**src/rtl/acq_pkg.sv**
```systemverilog
// Shared types and constants for the acquisition sequencer: state encoding, default
// command bytes and the status byte layout.
package acq_pkg;

    typedef enum logic [2:0] {
        StIdle,
        StArmed,
        StReady,
        StReadout,
        StDrain,
        StStatTx,
        StStatWait
    } acq_state_e;

    localparam logic [7:0] CMD_ARM_DEF    = 8'h41;
    localparam logic [7:0] CMD_READ_DEF   = 8'h52;
    localparam logic [7:0] CMD_STATUS_DEF = 8'h53;
    localparam logic [7:0] CMD_ABORT_DEF  = 8'h58;

    localparam logic [3:0] STAT_NIBBLE    = 4'hA;
    localparam int         STAT_BIT_VALID = 3;
    localparam int         STAT_BIT_ARMED = 2;
    localparam int         STAT_BIT_TO    = 1;
    localparam int         STAT_BIT_ERR   = 0;

    function automatic logic [7:0] status_byte(input logic valid, input logic armed,
                                               input logic to, input logic err);
        logic [7:0] b;
        b                 = {STAT_NIBBLE, 4'b0000};
        b[STAT_BIT_VALID] = valid;
        b[STAT_BIT_ARMED] = armed;
        b[STAT_BIT_TO]    = to;
        b[STAT_BIT_ERR]   = err;
        return b;
    endfunction

endpackage

```
**src/rtl/tx_mux2.sv**
```systemverilog
// UART transmit source mux: readout passthrough or the sequencer's own byte/start.
// The select comes straight from a register in the sequencer, so the output never glitches on it.
module tx_mux2 (
    input  logic       i_sel_rd,
    input  logic [7:0] i_rd_data,
    input  logic       i_rd_start,
    input  logic [7:0] i_st_data,
    input  logic       i_st_start,
    output logic [7:0] o_data,
    output logic       o_start
);

    always_comb begin
        o_data  = i_st_data;
        o_start = i_st_start;
        if (i_sel_rd) begin
            o_data  = i_rd_data;
            o_start = i_rd_start;
        end
    end

endmodule

```
**src/rtl/acq_sequencer.sv**
```systemverilog
// Command-driven acquisition controller: arms capture, runs readout and sends a status
// byte, sharing the single UART transmitter with the readout engine.
module acq_sequencer
    import acq_pkg::*;
#(
    parameter int unsigned ARM_TIMEOUT = 50_000_000,
    parameter logic [7:0]  CMD_ARM     = CMD_ARM_DEF,
    parameter logic [7:0]  CMD_READ    = CMD_READ_DEF,
    parameter logic [7:0]  CMD_STATUS  = CMD_STATUS_DEF,
    parameter logic [7:0]  CMD_ABORT   = CMD_ABORT_DEF
) (
    input  logic       clk_50mhz,
    input  logic       reset,
    input  logic [7:0] rx_data,
    input  logic       rx_valid,
    output logic       cap_arm,
    input  logic       cap_done,
    output logic       rd_activate,
    input  logic       rd_done,
    input  logic [7:0] rd_tx_data,
    input  logic       rd_tx_start,
    input  logic       tx_active,
    output logic [7:0] tx_data,
    output logic       tx_start,
    output logic       busy
);

    localparam int unsigned CW = (ARM_TIMEOUT > 0) ? $clog2(ARM_TIMEOUT + 1) : 1;

    acq_state_e r_state;
    acq_state_e r_ret;
    logic [CW-1:0] r_cnt;
    logic       r_cap_valid;
    logic       r_to_flag;
    logic       r_err_flag;
    logic       r_done_pend;
    logic       r_stat_start;
    logic       r_rd_sel;
    logic [7:0] r_tx_hold;
    logic       r_cap_arm;
    logic       r_rd_activate;
    logic       r_busy;

    logic       w_timeout;
    logic       w_in_xfer;
    logic [7:0] w_stat_byte;

    // With ARM_TIMEOUT=0 this is constant 0 and the counter is optimised away.
    assign w_timeout   = (ARM_TIMEOUT != 0) && (r_cnt == CW'(ARM_TIMEOUT - 1));
    assign w_in_xfer   = r_state inside {StReadout, StDrain, StStatTx, StStatWait};
    assign w_stat_byte = status_byte(r_cap_valid, r_state == StArmed, r_to_flag, r_err_flag);

    always_ff @(posedge clk_50mhz or negedge reset) begin
        if (!reset) begin
            r_state       <= StIdle;
            r_ret         <= StIdle;
            r_cnt         <= '0;
            r_cap_valid   <= 1'b0;
            r_to_flag     <= 1'b0;
            r_err_flag    <= 1'b0;
            r_done_pend   <= 1'b0;
            r_stat_start  <= 1'b0;
            r_rd_sel      <= 1'b0;
            r_tx_hold     <= 8'h00;
            r_cap_arm     <= 1'b0;
            r_rd_activate <= 1'b0;
            r_busy        <= 1'b0;
        end else begin
            case (r_state)
                StIdle: begin
                    if (rx_valid) begin
                        if (rx_data == CMD_ARM) begin
                            r_state   <= StArmed;
                            r_cnt     <= '0;
                            r_cap_arm <= 1'b1;
                            r_busy    <= 1'b1;
                        end else if (rx_data == CMD_STATUS) begin
                            r_state      <= StStatTx;
                            r_ret        <= StIdle;
                            r_tx_hold    <= w_stat_byte;
                            r_stat_start <= 1'b1;
                            r_busy       <= 1'b1;
                        end else begin
                            r_err_flag <= 1'b1;
                        end
                    end
                end
                StArmed: begin
                    if (cap_done || r_done_pend) begin
                        r_state     <= StReady;
                        r_cap_valid <= 1'b1;
                        r_done_pend <= 1'b0;
                        r_cnt       <= '0;
                        r_cap_arm   <= 1'b0;
                        r_busy      <= 1'b0;
                    end else if (w_timeout) begin
                        r_state   <= StIdle;
                        r_to_flag <= 1'b1;
                        r_cnt     <= '0;
                        r_cap_arm <= 1'b0;
                        r_busy    <= 1'b0;
                    end else if (rx_valid && rx_data == CMD_ABORT) begin
                        r_state   <= StIdle;
                        r_cnt     <= '0;
                        r_cap_arm <= 1'b0;
                        r_busy    <= 1'b0;
                    end else if (rx_valid && rx_data == CMD_STATUS) begin
                        r_state      <= StStatTx;
                        r_ret        <= StArmed;
                        r_tx_hold    <= w_stat_byte;
                        r_stat_start <= 1'b1;
                    end else begin
                        if (ARM_TIMEOUT != 0) r_cnt <= r_cnt + 1'b1;
                        if (rx_valid && rx_data != CMD_ARM) r_err_flag <= 1'b1;
                    end
                end
                StReady: begin
                    if (rx_valid) begin
                        if (rx_data == CMD_READ) begin
                            r_state       <= StReadout;
                            r_rd_sel      <= 1'b1;
                            r_rd_activate <= 1'b1;
                            r_busy        <= 1'b1;
                        end else if (rx_data == CMD_ARM) begin
                            r_state     <= StArmed;
                            r_cap_valid <= 1'b0;
                            r_cnt       <= '0;
                            r_cap_arm   <= 1'b1;
                            r_busy      <= 1'b1;
                        end else if (rx_data == CMD_STATUS) begin
                            r_state      <= StStatTx;
                            r_ret        <= StReady;
                            r_tx_hold    <= w_stat_byte;
                            r_stat_start <= 1'b1;
                            r_busy       <= 1'b1;
                        end else if (rx_data == CMD_ABORT) begin
                            r_state     <= StIdle;
                            r_cap_valid <= 1'b0;
                        end else begin
                            r_err_flag <= 1'b1;
                        end
                    end
                end
                StReadout: begin
                    r_tx_hold <= rd_tx_data;
                    if (rd_done) begin
                        r_state       <= StDrain;
                        r_rd_activate <= 1'b0;
                    end
                end
                StDrain: begin
                    r_tx_hold <= rd_tx_data;
                    if (!rd_done && !tx_active) begin
                        r_state     <= StIdle;
                        r_rd_sel    <= 1'b0;
                        r_cap_valid <= 1'b0;
                        r_busy      <= 1'b0;
                    end
                end
                StStatTx: begin
                    if (tx_active) begin
                        r_state      <= StStatWait;
                        r_stat_start <= 1'b0;
                    end
                end
                StStatWait: begin
                    if (!tx_active) begin
                        r_state    <= r_ret;
                        r_to_flag  <= 1'b0;
                        r_err_flag <= 1'b0;
                        r_busy     <= (r_ret == StArmed);
                    end
                end
                default: r_state <= StIdle;
            endcase

            // Placed after the case so a same-cycle set overrides the read-to-clear.
            if (rx_valid && w_in_xfer) r_err_flag <= 1'b1;
            if (cap_done && r_ret == StArmed && r_state inside {StStatTx, StStatWait}) begin
                r_done_pend <= 1'b1;
            end
        end
    end

    tx_mux2 u_tx_mux2 (
        .i_sel_rd  (r_rd_sel),
        .i_rd_data (rd_tx_data),
        .i_rd_start(rd_tx_start),
        .i_st_data (r_tx_hold),
        .i_st_start(r_stat_start),
        .o_data    (tx_data),
        .o_start   (tx_start)
    );

    assign cap_arm     = r_cap_arm;
    assign rd_activate = r_rd_activate;
    assign busy        = r_busy;

endmodule

```
**config.mk**
```make
export PLATFORM = sky130hd
export DESIGN_NAME = acq_sequencer
export DESIGN_NICKNAME = d
export VERILOG_FILES = /design/src/rtl/acq_pkg.sv /design/src/rtl/tx_mux2.sv /design/src/rtl/acq_sequencer.sv
export SDC_FILE = /design/constraint.sdc
export NUM_CORES = 1
export LEC_CHECK = 0
export CELL_PAD_IN_SITES_DETAIL_PLACEMENT = 0
export CELL_PAD_IN_SITES_GLOBAL_PLACEMENT = 2
export CORE_UTILIZATION = 31
export CTS_CLUSTER_SIZE = 16
export DETAILED_ROUTE_END_ITERATION = 10
export GPL_TIMING_DRIVEN = 0
export PLACE_DENSITY_LB_ADDON = 0.1
export SLEW_MARGIN = 15
export SYNTH_ARGS = -nofsm -noshare
export SYNTH_HDL_FRONTEND = slang
export SYNTH_SLANG_ARGS = --single-unit
```
**constraint.sdc**
```tcl
create_clock -name clk_50mhz -period 2.2 [get_ports clk_50mhz]
set_input_delay 0.44 -clock clk_50mhz [delete_from_list [all_inputs] [get_ports clk_50mhz]]
set_output_delay 0.44 -clock clk_50mhz [all_outputs]
set_load 0.01 [all_outputs]
```
# After elaboration in Yosys (flattened, before gate mapping)
# Cells that the tools add are included.
# Widths: inputs -> output; s select.
word_totals:
  reg_bits: 49
  in_bits: 23
  output_inout_bits: 12
  elab_cells: 215
classes:
  addsub: 1
  eq_ne: 52
  mux: 111
  reduce_logical: 38
ops:
  columns: ["cell", "n"]
  rows:
  - ["$mux 26", 8]
  - ["$mux 3", 27]
  - ["$mux 8", 10]
  - ["$pmux 26 s3", 1]
  - ["$mux 1", 54]
  - ["$ne 3x3->1 const B", 12]
  - ["$eq 8x7->1 const B", 4]
  - ["$pmux 8 s4", 1]
  - ["$ne 2x2->1 const B", 15]
  - ["$add 26x1->26 const B", 1]
  - ["$eq 26x26->1 const B", 1]
  - ["$pmux 3 s7", 1]
  - ["$reduce_and 9->1", 2]
  - ["$reduce_and 15->1", 1]
  - ["$ne 3x2->1 const B", 4]
  - ["$reduce_and 12->1", 1]
  - ["$reduce_and 4->1", 3]
  - ["$reduce_bool 2->1", 6]
  - ["$reduce_bool 4->1", 3]
  - ["$ne 5x5->1 const B", 2]
  - ["$reduce_and 5->1", 2]
  - ["$reduce_bool 5->1", 2]
  - ["$eq 3x3->1 const B", 3]
  - ["$pmux 3 s3", 1]
  - ["21 further kinds", 37]

# Longest topological paths before layout
# Gate-level depths: netlist of run 1.
depth:
  ltp_word: 9
  mapped_depth: 9
  depth_no_buf: 7

# Modules after synthesis
# Synthesis of run 1 repeated with hierarchy kept, for this count alone.
hier_totals:
  cells_unflattened: 355
  area_unflattened_um2: 3169.3
by_module_without_submodules:
  columns: ["module", "n_inst", "cells_per_inst", "area_per_inst_um2"]
  rows:
  - ["acq_sequencer", 1, 345, 3022.9]
  - ["tx_mux2", 1, 10, 146.4]

# Worst setup path before layout of run 1
# No wires, ideal clock.
synth_timing:
  path_type: "flip-flop to flip-flop"
  from: "register r_cnt[0]"
  to: "register r_ret[1]"
  setup_ns: 0.125
  t_arrival_ns: 2.273
  t_required_ns: 2.075
  slack_ns: -0.197
  path_stages_with_launch: 8
  cell_sequence: "dfrtp_1 > ha_1 > nand4_1 > or2_1 > or4_1 > a31oi_4 > nand3b_1 > mux2_2"
synth_via:
  elab_chain_len: 3
synth_lines:
  columns: ["element", "line_no", "source"]
  rows:
  - ["start, declared", "acq_sequencer.sv:32", "logic [CW-1:0] r_cnt;"]
  - ["start signal, assigned", "acq_sequencer.sv:113", "if (ARM_TIMEOUT != 0) r_cnt <= r_cnt + 1'b1;"]
  - ["$eq 26x26->1", "acq_sequencer.sv:49", "assign w_timeout = (ARM_TIMEOUT != 0) && (r_cnt == CW'(ARM_TIMEOUT - 1));"]
  - ["$ne 2x2->1 (no line)", null, null]
  - ["$reduce_and 12->1 (no line)", null, null]
  - ["end signal, assigned", "acq_sequencer.sv:56", "r_ret <= StIdle;"]
  - ["end signal, assigned", "acq_sequencer.sv:79", "r_ret <= StIdle;"]
  - ["end signal, assigned", "acq_sequencer.sv:109", "r_ret <= StArmed;"]
  - ["end, declared", "acq_sequencer.sv:31", "acq_state_e r_ret;"]
# No other way between the ends.
# A chain may end at the register's enable or synchronous reset.

# Worst setup path in the final report of run 1
layout_timing:
  from: "register r_cnt[1]"
  to: "register r_ret[1]"
# Same word-level chain as after synthesis.

==> results of run 1 <==
## cells in the final DEF (no fill, tap or decap), types with 5 or more instances in the layout
cell type                         Yosys  routed
sky130_fd_sc_hd__nor2_1              27      23
sky130_fd_sc_hd__a21oi_1             28      18
sky130_fd_sc_hd__mux2_2              14      13
sky130_fd_sc_hd__nand2b_1             5       5
sky130_fd_sc_hd__nand4_1              7       7
sky130_fd_sc_hd__o31ai_1              8       6
sky130_fd_sc_hd__dlygate4sd2_1        0       5
sky130_fd_sc_hd__buf_4                1      39
sky130_fd_sc_hd__a21oi_2              0      10
sky130_fd_sc_hd__nand3_1             12      11
sky130_fd_sc_hd__dfrtp_1             48      45
sky130_fd_sc_hd__o21ai_0             31      12
sky130_fd_sc_hd__inv_1                9       9
sky130_fd_sc_hd__clkbuf_8             0       8
sky130_fd_sc_hd__nor2b_1              8       7
sky130_fd_sc_hd__buf_6                0      17
sky130_fd_sc_hd__clkdlybuf4s50_1      0      24
sky130_fd_sc_hd__or3_1               15      11
sky130_fd_sc_hd__o21ai_1              4       9
sky130_fd_sc_hd__nand2_1             33      29
sky130_fd_sc_hd__o21ai_2              0      12
sky130_fd_sc_hd__nor3_1              10       8
## through the flow
stage	TNS [ns]	power (mW)	instances	setup slack [ns]	utilization [%]
global placement	-82.51	3.09	532	-1.17	37.7
finish	-5.38	4.32	589	-0.237	47.8
CTS	-5.79	4.10	582	-0.298	45.3
floorplan	-1.12	2.45	368	-0.119	-
detailed placement	-36.09	3.10	532	-1.16	37.7
global route	-7.92	4.59	589	-0.305	47.8
## sequential cells by signal, indices dropped and copies added, names as in the netlist
| signal | count |
|---|---|
| r_stat_start | 1 |
| r_tx_hold | 8 |
| rd_activate | 1 |
| cap_arm | 1 |
| r_to_flag | 1 |
| r_err_flag | 1 |
| r_rd_sel | 1 |
| r_done_pend | 1 |
| r_state | 3 |
| r_cap_valid | 1 |
| busy | 1 |
| r_ret | 2 |
| r_cnt | 26 |
## area by class of cell
type,count,area [sq um]
timing repair buffer,84,787
tap,133,166
inverter,10,38.8
fill,961,5150
multi-input combinational,288,2290
buffer,18,135
clock buffer,7,86.3
clock inverter,1,7.51
sequential,48,1200
## cell families (layout without fill, tap and decap cells)
logic type / count (synthesis) / count (layout) / share of synthesized area [%]
AOI/OAI and AO/OA: 114 / 114 / 24.4
xor gates and xnor gates: 4 / 4 / 1.10
adders and majority gates: 1 / 1 / 0.392
buffers and inverters: 32 / 120 / 4.31
DFF: 48 / 48 / 37.6
muxes: 16 / 16 / 5.57
and+or+nand+nor: 153 / 153 / 26.6
## how the worst max path moves through the flow
stage | slack (ns) | endpoint | cells after the start | start
after detailed placement | -1.16 | r_state[2]$_DFFE_PN0P_ | 9 | rx_data[2]
after floorplan | -0.12 | r_ret[1]$_DFFE_PN0P_ | 7 | r_cnt[11]$_DFFE_PN0P_
after global placement | -1.17 | r_state[2]$_DFFE_PN0P_ | 9 | rx_data[2]
final | -0.24 | r_ret[1]$_DFFE_PN0P_ | 7 | r_cnt[1]$_DFFE_PN0P_
after global routing | -0.31 | r_err_flag$_DFFE_PN0P_ | 7 | r_cnt[8]$_DFFE_PN0P_
after CTS | -0.30 | r_ret[1]$_DFFE_PN0P_ | 7 | r_cnt[1]$_DFFE_PN0P_
## report_power, final
| group | total (mW) | internal, mW | switching (mW) |
|---|---|---|---|
| Sequential | 1.25 | 1.09 | 0.160 |
| Combinational | 2.49 | 1.18 | 1.31 |
| Clock | 0.588 | 0.257 | 0.331 |
## worst max-delay path: stages, from the launching register on
cell and delay, ns:
sky130_fd_sc_hd__dfrtp_1 0.41, sky130_fd_sc_hd__ha_4 0.16, sky130_fd_sc_hd__nand4_1 0.13, sky130_fd_sc_hd__or2_4 0.29, sky130_fd_sc_hd__or4_4 0.56, sky130_fd_sc_hd__a31oi_4 0.27, sky130_fd_sc_hd__nand3b_1 0.20, sky130_fd_sc_hd__mux2_4 0.31
## metal layers
layer / routed length [um] / GRT usage (%) / vias to the layer above / share of wire (%)
met5: 0 / 0 / - / 0
met4: 201 / 8.34 / 0 / 1.8
met3: 267 / 2.89 / 21 / 2.5
met2: 5550 / 35.9 / 57 / 51
met1: 4860 / 26.9 / 1632 / 45
li1: - / - / 1554 / -
## repair_timing
item,4_1_cts,5_1_grt
hold endpoints to repair,0,0
setup buffers,41,11
resized for setup,95,56
pin swaps,41,23
setup endpoints to repair,51,45
gates cloned,3,0
==> results.env, run 1 <==
RESULT_OF_THE_RUN='finished with violations'
VIOLATIONS='negative setup slack'
YOSYS.AREA.TOP_TYPE_SHARE_PCT=37.6
GRTUSAGETOTAL_PCT=21.0
TIMING.CRITICAL_PATH.ARRIVAL_NS=2.63
REPORT.FINAL.SLEW_VIOL_COUNT=0
FLOORPLAN.ROWS=36
ROOT_BUFFER='sky130_fd_sc_hd__clkbuf_8'
AREA_GROWTH_PCT=47.7
CRIT-REG2REG-LAUNCH='r_cnt[1]$_DFFE_PN0P_'
SYNTH-EDFF-COUNT=0
DIE_Y_UM=103
PERIOD_NEEDED_NS=2.44
GP_CONGESTION=0.801
PATH_CATEGORY_OF_THE_WORST_MIN_DELAY_CHECK='primary input to asynchronous set/reset pin'
DIE-AREA_SQ_MM=0.0107
REQUIRED_TIME_OF_THE_CRITICAL_PATH_NS=2.40
BOUNDARYPINS=35
START_KIND='register'
SYNTH_COMMON_CELLS='48 x sky130_fd_sc_hd__dfrtp_1, 33 x sky130_fd_sc_hd__nand2_1, 31 x sky130_fd_sc_hd__o21ai_0'
ANTENNA-DIODE-COUNT=0
MAX_FREQ_MHz=410
SYNTH_MOST_COMMON_CELL='sky130_fd_sc_hd__dfrtp_1'
RSZ0062_AT_GRT='yes'
ROUTE.FINAL.WIRE_LENGTH_UM=10900
VDD_IR_DROP_MAX_mV=0.345
WORST_SKEW_PAIR_LATER_PIN_LATENCY_NS=0.31
SYN_NETS=392
PORT_BUFFERS=31
FINISH.INSTANCE_AREA_SQ_MM=0.00471
SETUP_VIOL=43
P_LEAK_nW=1.82
FIRST_PASS_GRT_WIRE_LENGTH_UM=16900
CAP_VIOL_MAX_COUNT=0
ROUTE.DETAILED.DRC=0
FLOORPLAN.INITIALDENSITY_PCT=32.4
CORE_REGION_AREA_SQ_MM=0.00986
WORST_R2R_ENDPOINT='r_ret[1]$_DFFE_PN0P_'
MAX_SLEW_MARGIN_PCT=54.4
CTS_TREE='done'
GLOBALROUTE.TOTALOVERFLOW=0
CLOCKBUFFERDEPTH=2
VIAS=3264
SYNTHESIS.INSTANCES=368
CTS_BUFFERS=5
YOSYS-TOP-CELLS-AREA='sky130_fd_sc_hd__dfrtp_1 38%, sky130_fd_sc_hd__mux2_2 4.9%, sky130_fd_sc_hd__o21ai_0 4.9%'
CTS_SINKS=48
PLACEDINSTANCEAREA_SQ_MM=0.00372
SYNTH_AREA_SQ_MM=0.00319
MAXIMUM_NUMBER_OF_PINS_ON_ONE_NET_BEFORE_GLOBAL_ROUTE_REPAIR=49
AVGROUTEDWIREPERCELL_UM=18.5
SYNTH_TOP_CELL_BY_AREA='sky130_fd_sc_hd__dfrtp_1'
POST-ROUTE-PERIOD-UTIL_PCT=111
POWER_DENSITY_mW_PER_MM2=917
CRITICAL_PATH_PEAK_FANOUT=4
ACTUAL_TRANSITION_AT_THE_WORST_MAX_TRANSITION_PIN_NS=0.685
TIMING.HOLD.WS_NS=0.172
SYNTH_AREA_PER_INST_SQ_UM=8.67
ASYNCSETRESETFLOPFRACSYNTH_PCT=100
YS.FLOP_TYPE='sky130_fd_sc_hd__dfrtp_1'
VIAS_PER_CELL=5.54
LAYOUT.NETS=479
FIRST_PASS_ITERS=4
DRT_ITER0_MARKERS=120
ANTENNA_LEFT=0
CLOCK_TREE.HTREE_LEVEL_COUNT=2
FIN_WORST_SKEW_NS=0.00881
YOSYS_WARNINGS=0
DIE_W_UM=103
CLK_PIN_SLEW_NS=0.10
POST_ROUTE_CELLS_DRIVE_ABOVE_1_SHARE_PCT=38.4
DPL.HPWL_UM=7040
SETUP_SLACK_NS=-0.237
RR_WORST_DEPTH=7
REG2REG_SLACK_NS=-0.24
CRIT_TYPE='register to register'
GRT_PASS1_VIAS=3299
YS_SEQ_AREA_SHARE_PCT=37.6
SETUP_CRIT_END_KIND='register'
YS_SEQ_ELEMENTS=48
HOLD_VIOL_FINAL=0
CTS_HOLD_REPAIR.BUFFERS=0
ANTENNA_VIOLATIONS_BEFORE_REPAIR=0
YS_TYPES=69
Power figures use the tool's default switching activity.
==> run 2, diff against run 1 <==
Settings changed: CORE_MARGIN set to 2.
==> results.env, run 2 (synthesized netlist as in run 1, its figures left out) <==
ROOT_BUFFER='sky130_fd_sc_hd__clkbuf_8'
FIN_WORST_SKEW_NS=0.00829
GRT_PASS1_VIAS=3400
ANTENNA-DIODE-COUNT=0
FILLER_CELL_COUNT=979
ANTENNA_LEFT=0
POST-ROUTE-PERIOD-UTIL_PCT=112
GRTUSAGETOTAL_PCT=19.7
FIN_CELLS=596
LAYOUT.NETS=485
RSZ0062_AT_GRT='yes'
FINISH.INSTANCE_AREA_SQ_MM=0.00483
FLOORPLAN.INITIALDENSITY_PCT=31.5
SETUP_SLACK_NS=-0.262
DPL.HPWL_UM=7030
VIAS=3298
VDD_IR_DROP_MAX_mV=0.369
REGMOSTFLOPS='r_cnt'
ANTENNA_VIOLATIONS_BEFORE_REPAIR=0
CLOCK_TREE.HTREE_LEVEL_COUNT=2
DRT_ITER0_MARKERS=105
TIMING.HOLD.WS_NS=0.161
FIRST_PASS_ITERS=4
LAYOUT.CELLS.MOST_COMMON='sky130_fd_sc_hd__dfrtp_1'
HOLD_VIOL_FINAL=0
CTS_SINKS=48
TIMING.CRITICAL_PATH.ARRIVAL_NS=2.70
CORE_REGION_AREA_SQ_MM=0.0101
CAP_VIOL_MAX_COUNT=0
VIAS_PER_CELL=5.53
PORT_BUFFERS=31
MAX_FREQ_MHz=406
FIN_UTIL_PCT=47.6
CPMOSTUSEDCELL='sky130_fd_sc_hd__buf_6'
GLOBALROUTE.TOTALOVERFLOW=0
P_LEAK_nW=1.90
PERIOD_NEEDED_NS=2.46
CLOCKBUFFERDEPTH=2
TIMING.CRITICAL_PATH.MAX_DELAY_FAMILY='simple AND/OR/NAND/NOR gates'
SETUP_VIOL=42
FLOORPLAN.ROWS=37
ROUTE.FINAL.WIRE_LENGTH_UM=10900
DIE_W_UM=105
AREA_GROWTH_PCT=51.3
PLACEDINSTANCEAREA_SQ_MM=0.00372
PATH_CATEGORY_OF_THE_WORST_MIN_DELAY_CHECK='primary input to asynchronous set/reset pin'
BUFFERS_INVERTERS_ON_CRITICAL_PATH=3
MAX_SLEW_MARGIN_PCT=55.2
ACTUAL_TRANSITION_AT_THE_WORST_MAX_TRANSITION_PIN_NS=0.672
REG.LARGEST.LIST='r_cnt x26, r_tx_hold x8, r_state x3'
GP_CONGESTION=0.865
WORST_SKEW_PAIR_LATER_PIN_LATENCY_NS=0.31
REPORT.FINAL.SLEW_VIOL_COUNT=0
LARGEST_REGISTER_FF_COUNT=26
MOSTFREQUENTLAYOUTCELLS='44 x sky130_fd_sc_hd__dfrtp_1, 41 x sky130_fd_sc_hd__buf_4, 30 x sky130_fd_sc_hd__nand2_1'
REQUIRED_TIME_OF_THE_CRITICAL_PATH_NS=2.44
CTS_TREE='done'
DIE-AREA_SQ_MM=0.0111
CRITICAL_PATH_PEAK_FANOUT=5
NUMPLACEDINSTANCES=535
BOUNDARYPINS=35
DIE_Y_UM=105
CRIT_CHAIN='ha_4, nand4_1, or2_4, buf_4, nor4_4, buf_6, o311ai_4, buf_6, or3_4, a21oi_2'
RESULT_OF_THE_RUN='finished with violations'
MAXIMUM_NUMBER_OF_PINS_ON_ONE_NET_BEFORE_GLOBAL_ROUTE_REPAIR=49
ROUTE.DETAILED.DRC=0
POWER_DENSITY_mW_PER_MM2=913
SLOWEST_STAGE='sky130_fd_sc_hd__dfrtp_1'
POST_ROUTE_CELLS_DRIVE_ABOVE_1_SHARE_PCT=38.0
START_KIND='register'
CRITPATHMAXSTAGEDELAY_NS=0.41
CLK_PIN_SLEW_NS=0.10
VIOLATIONS='negative setup slack'
FIRST_PASS_GRT_WIRE_LENGTH_UM=17500
CTS_BUFFERS=5
CRIT_TYPE='register to register'
SETUP_CRIT_END_KIND='register'
AVGROUTEDWIREPERCELL_UM=18.2
==> run 2: timing repair <==
action / in CTS / in global routing
gates resized for setup: 102 / 53
hold buffers: 0 / 0
pin swaps: 38 / 25
gates cloned: 3 / 0
endpoints found under the setup margin: 51 / 52
hold endpoints to repair: 0 / 0
buffers inserted: 41 / 16
==> run 2: power breakdown <==
group / total (mW) / switching [mW] / internal, mW
logic: 2.52 / 1.29 / 1.23
registers: 1.25 / 0.158 / 1.09
clock network: 0.644 / 0.317 / 0.327
==> run 2: final timing paths <==
kind	from	endpoint	slack (ns)	cells after the start
max in group asynchronous	reset	r_state[1]$_DFFE_PN0P_	1.55	1
worst max-delay path	r_cnt[0]$_DFFE_PN0P_	r_cnt[16]$_DFFE_PN0P_	-0.26	10
worst max register to register	r_cnt[0]$_DFFE_PN0P_	r_cnt[16]$_DFFE_PN0P_	-0.26	10
min in group clk_50mhz	rx_valid	r_rd_sel$_DFFE_PN0P_	0.51	3
worst min register to register	r_tx_hold[7]$_DFFE_PN0P_	r_tx_hold[7]$_DFFE_PN0P_	0.51	1
worst min-delay path	reset	r_tx_hold[4]$_DFFE_PN0P_	0.16	1
==> run 2: per-stage QoR <==
stage,setup slack (ns),TNS [ns],power [mW]
finish,-0.262,-5.32,4.41
detailed placement,-1.14,-37.58,3.09
global placement,-1.11,-82.48,3.09
global route,-0.347,-9.43,4.71
floorplan,-0.119,-1.12,2.45
CTS,-0.283,-4.60,4.23
==> run 2: routing by layer <==
| layer | global-route usage (%) | share of wire (%) | routed length [um] |
|---|---|---|---|
| met4 | 5.62 | 1.5 | 163 |
| met5 | 0 | 0 | 0 |
| met1 | 25.5 | 44 | 4790 |
| met2 | 34.5 | 52 | 5620 |
| met3 | 2.60 | 2.7 | 296 |
==> run 2: cell type report <==
| class | count | area (sq um) | share of cell area [%] |
|---|---|---|---|
| multi-input combinational | 288 | 2280 | 47.3 |
| sequential | 48 | 1210 | 25.0 |
| timing repair buffer | 90 | 883 | 18.3 |
| tap | 136 | 170 | 3.52 |
| buffer | 18 | 146 | 3.03 |
| clock buffer | 5 | 68.8 | 1.43 |
| inverter | 10 | 38.8 | 0.803 |
| clock inverter | 1 | 30.0 | 0.622 |
==> run 3, diff against run 2 <==
==> constraint.sdc (replaced) <==
create_clock -name clk_50mhz -period 2.2 [get_ports clk_50mhz]
set_input_delay 0.22 -clock clk_50mhz [delete_from_list [all_inputs] [get_ports clk_50mhz]]
set_output_delay 0.22 -clock clk_50mhz [all_outputs]
set_load 0.01 [all_outputs]
==> results.env, run 3 (synthesized netlist as in run 1, its figures left out) <==
RESULT_OF_THE_RUN='finished with violations'
VIOLATIONS='negative setup slack'
FLOORPLAN.ROWS=37
LAYOUT.CELLS.MOST_COMMON='sky130_fd_sc_hd__dfrtp_1'
FIN_UTIL_PCT=46.0
WORST_SKEW_PAIR_LATER_PIN_LATENCY_NS=0.32
GRT_PASS1_VIAS=3302
VDD_IR_DROP_MAX_mV=0.289
PERIOD_NEEDED_NS=2.44
ANTENNA_LEFT=0
FINAL.SETUP.TNS_NS=-4.62
CLOCK_TREE.HTREE_LEVEL_COUNT=2
FIN_WORST_SKEW_NS=0.0114
MOSTFREQUENTLAYOUTCELLS='45 x sky130_fd_sc_hd__dfrtp_1, 31 x sky130_fd_sc_hd__buf_4, 30 x sky130_fd_sc_hd__clkdlybuf4s50_1'
HOLD_VIOL_FINAL=0
VIAS=3263
POST-ROUTE-PERIOD-UTIL_PCT=111
ROUTE.DETAILED.DRC=0
CTS_BUFFERS=5
CTS_SINKS=48
FLOORPLAN.INITIALDENSITY_PCT=31.5
CAP_VIOL_MAX_COUNT=0
ROUTE.FINAL.WIRE_LENGTH_UM=10900
SLOWEST_STAGE='sky130_fd_sc_hd__or4_4'
ACTUAL_TRANSITION_AT_THE_WORST_MAX_TRANSITION_PIN_NS=0.699
AVGROUTEDWIREPERCELL_UM=18.7
GP_CONGESTION=0.804
PATH_CATEGORY_OF_THE_WORST_MIN_DELAY_CHECK='primary input to register'
FINISH.INSTANCE_AREA_SQ_MM=0.00466
SETUP_CRIT_END_KIND='register'
PLACEDINSTANCEAREA_SQ_MM=0.00372
P_LEAK_nW=1.76
REQUIRED_TIME_OF_THE_CRITICAL_PATH_NS=2.40
FIRST_PASS_GRT_WIRE_LENGTH_UM=18000
PORT_BUFFERS=31
DPL.HPWL_UM=6920
CLK_PIN_SLEW_NS=0.11
LARGEST_REGISTER_FF_COUNT=26
CRITPATHMAXSTAGEDELAY_NS=0.56
GRTUSAGETOTAL_PCT=20.4
REGMOSTFLOPS='r_cnt'
BUFFERS_INVERTERS_ON_CRITICAL_PATH=1
CLOCKBUFFERDEPTH=2
CRIT_TYPE='register to register'
TIMING.CRITICAL_PATH.MAX_DELAY_FAMILY='simple AND/OR/NAND/NOR gates'
AREA_GROWTH_PCT=46.1
POWER_DENSITY_mW_PER_MM2=917
P_TOTAL_mW=4.28
ANTENNA-DIODE-COUNT=0
CORE_REGION_AREA_SQ_MM=0.0101
LAYOUT.NETS=471
GLOBALROUTE.TOTALOVERFLOW=0
BOUNDARYPINS=35
DIE_W_UM=105
CTS_TREE='done'
FIRST_PASS_ITERS=5
ANTENNA_VIOLATIONS_BEFORE_REPAIR=0
CRIT_CHAIN='ha_4, nand4_1, or2_4, or4_4, a31oi_4, buf_12, nor4b_4, mux2_4'
DIE_Y_UM=105
ROOT_BUFFER='sky130_fd_sc_hd__clkbuf_8'
SETUP_VIOL=39
REPORT.FINAL.SLEW_VIOL_COUNT=0
POST_ROUTE_CELLS_DRIVE_ABOVE_1_SHARE_PCT=36.4
REG.LARGEST.LIST='r_cnt x26, r_tx_hold x8, r_state x3'
START_KIND='register'
RSZ0062_AT_GRT='yes'
CRITICAL_PATH_PEAK_FANOUT=8
DIE-AREA_SQ_MM=0.0111
MAX_SLEW_MARGIN_PCT=53.4
SETUP_SLACK_NS=-0.239
TIMING.CRITICAL_PATH.ARRIVAL_NS=2.64
DRT_ITER0_MARKERS=147
VIAS_PER_CELL=5.59
MAX_FREQ_MHz=410
MAXIMUM_NUMBER_OF_PINS_ON_ONE_NET_BEFORE_GLOBAL_ROUTE_REPAIR=49
PRECTSSETUPSLACK_NS=-0.941
## run 3: changes by cell type in the layout (fill, tap and decap cells not counted), moves of 3 or more
cell                              before  now
sky130_fd_sc_hd__buf_12                5    2
sky130_fd_sc_hd__nor2_1               26   23
sky130_fd_sc_hd__clkdlybuf4s50_1      23   30
sky130_fd_sc_hd__buf_4                41   31
sky130_fd_sc_hd__dlygate4sd2_1         3    0
## run 3: where the power goes
group | leakage (nW) | switching, mW | internal, mW
registers | 0.621 | 0.166 | 1.09
clock network | 0.0434 | 0.353 | 0.256
logic | 1.10 | 1.27 | 1.15
## run 3: path summary, 6_finish.rpt
path	start	cells after the start	end	slack [ns]
min in group asynchronous	reset	2	r_cnt[4]$_DFFE_PN0P_	0.48
max in group asynchronous	reset	2	r_state[1]$_DFFE_PN0P_	1.21
hold / removal	rx_valid	3	r_rd_sel$_DFFE_PN0P_	0.31
setup reg to reg	r_cnt[0]$_DFFE_PN0P_	8	r_tx_hold[1]$_DFFE_PN0P_	-0.24
hold reg to reg	r_tx_hold[5]$_DFFE_PN0P_	1	r_tx_hold[5]$_DFFE_PN0P_	0.50
setup / recovery	r_cnt[0]$_DFFE_PN0P_	8	r_tx_hold[1]$_DFFE_PN0P_	-0.24
## run 3: layout make-up
cell class	count	area, sq um
Buffer	19	153
Timing Repair Buffer	75	712
Tap cell	136	170
Clock buffer	6	82.6
Fill cell	986	5480
Clock inverter	2	15.0
Inverter	10	42.5
Sequential cell	48	1200
Multi-Input combinational cell	288	2280
## run 3: routing by layer
metal | vias to the layer above | part of all wire (%) | global-route usage (%)
met3 | 13 | 2.7 | 2.10
li1 | 1536 | - | -
met2 | 71 | 50 | 34.6
met1 | 1643 | 46 | 27.7
met5 | - | 0 | 0
met4 | 0 | 1.7 | 5.14
## run 3: what timing repair did
action	in CTS	in global routing
endpoints found under the setup margin	46	44
cloned	3	0
hold buffers	1	0
endpoints found under the hold margin	48	0
setup buffers	31	10
pin swaps	27	35
resized for setup	82	50
## run 3: worst reg2reg max path, stage by stage, from the launching register on
cell,delay (ns)
sky130_fd_sc_hd__dfrtp_1,0.41
sky130_fd_sc_hd__ha_4,0.16
sky130_fd_sc_hd__nand4_1,0.12
sky130_fd_sc_hd__or2_4,0.29
sky130_fd_sc_hd__or4_4,0.56
sky130_fd_sc_hd__a31oi_4,0.25
sky130_fd_sc_hd__buf_12,0.14
sky130_fd_sc_hd__nor4b_4,0.07
sky130_fd_sc_hd__mux2_4,0.32
## run 3: metrics by stage
stage,hold slack [ns],instances
6_report,0.309,584
5_1_grt,0.335,584
4_1_cts,0.305,577
2_1_floorplan,-0.0756,368
3_3_place_gp,0.469,535
3_5_place_dp,0.319,535
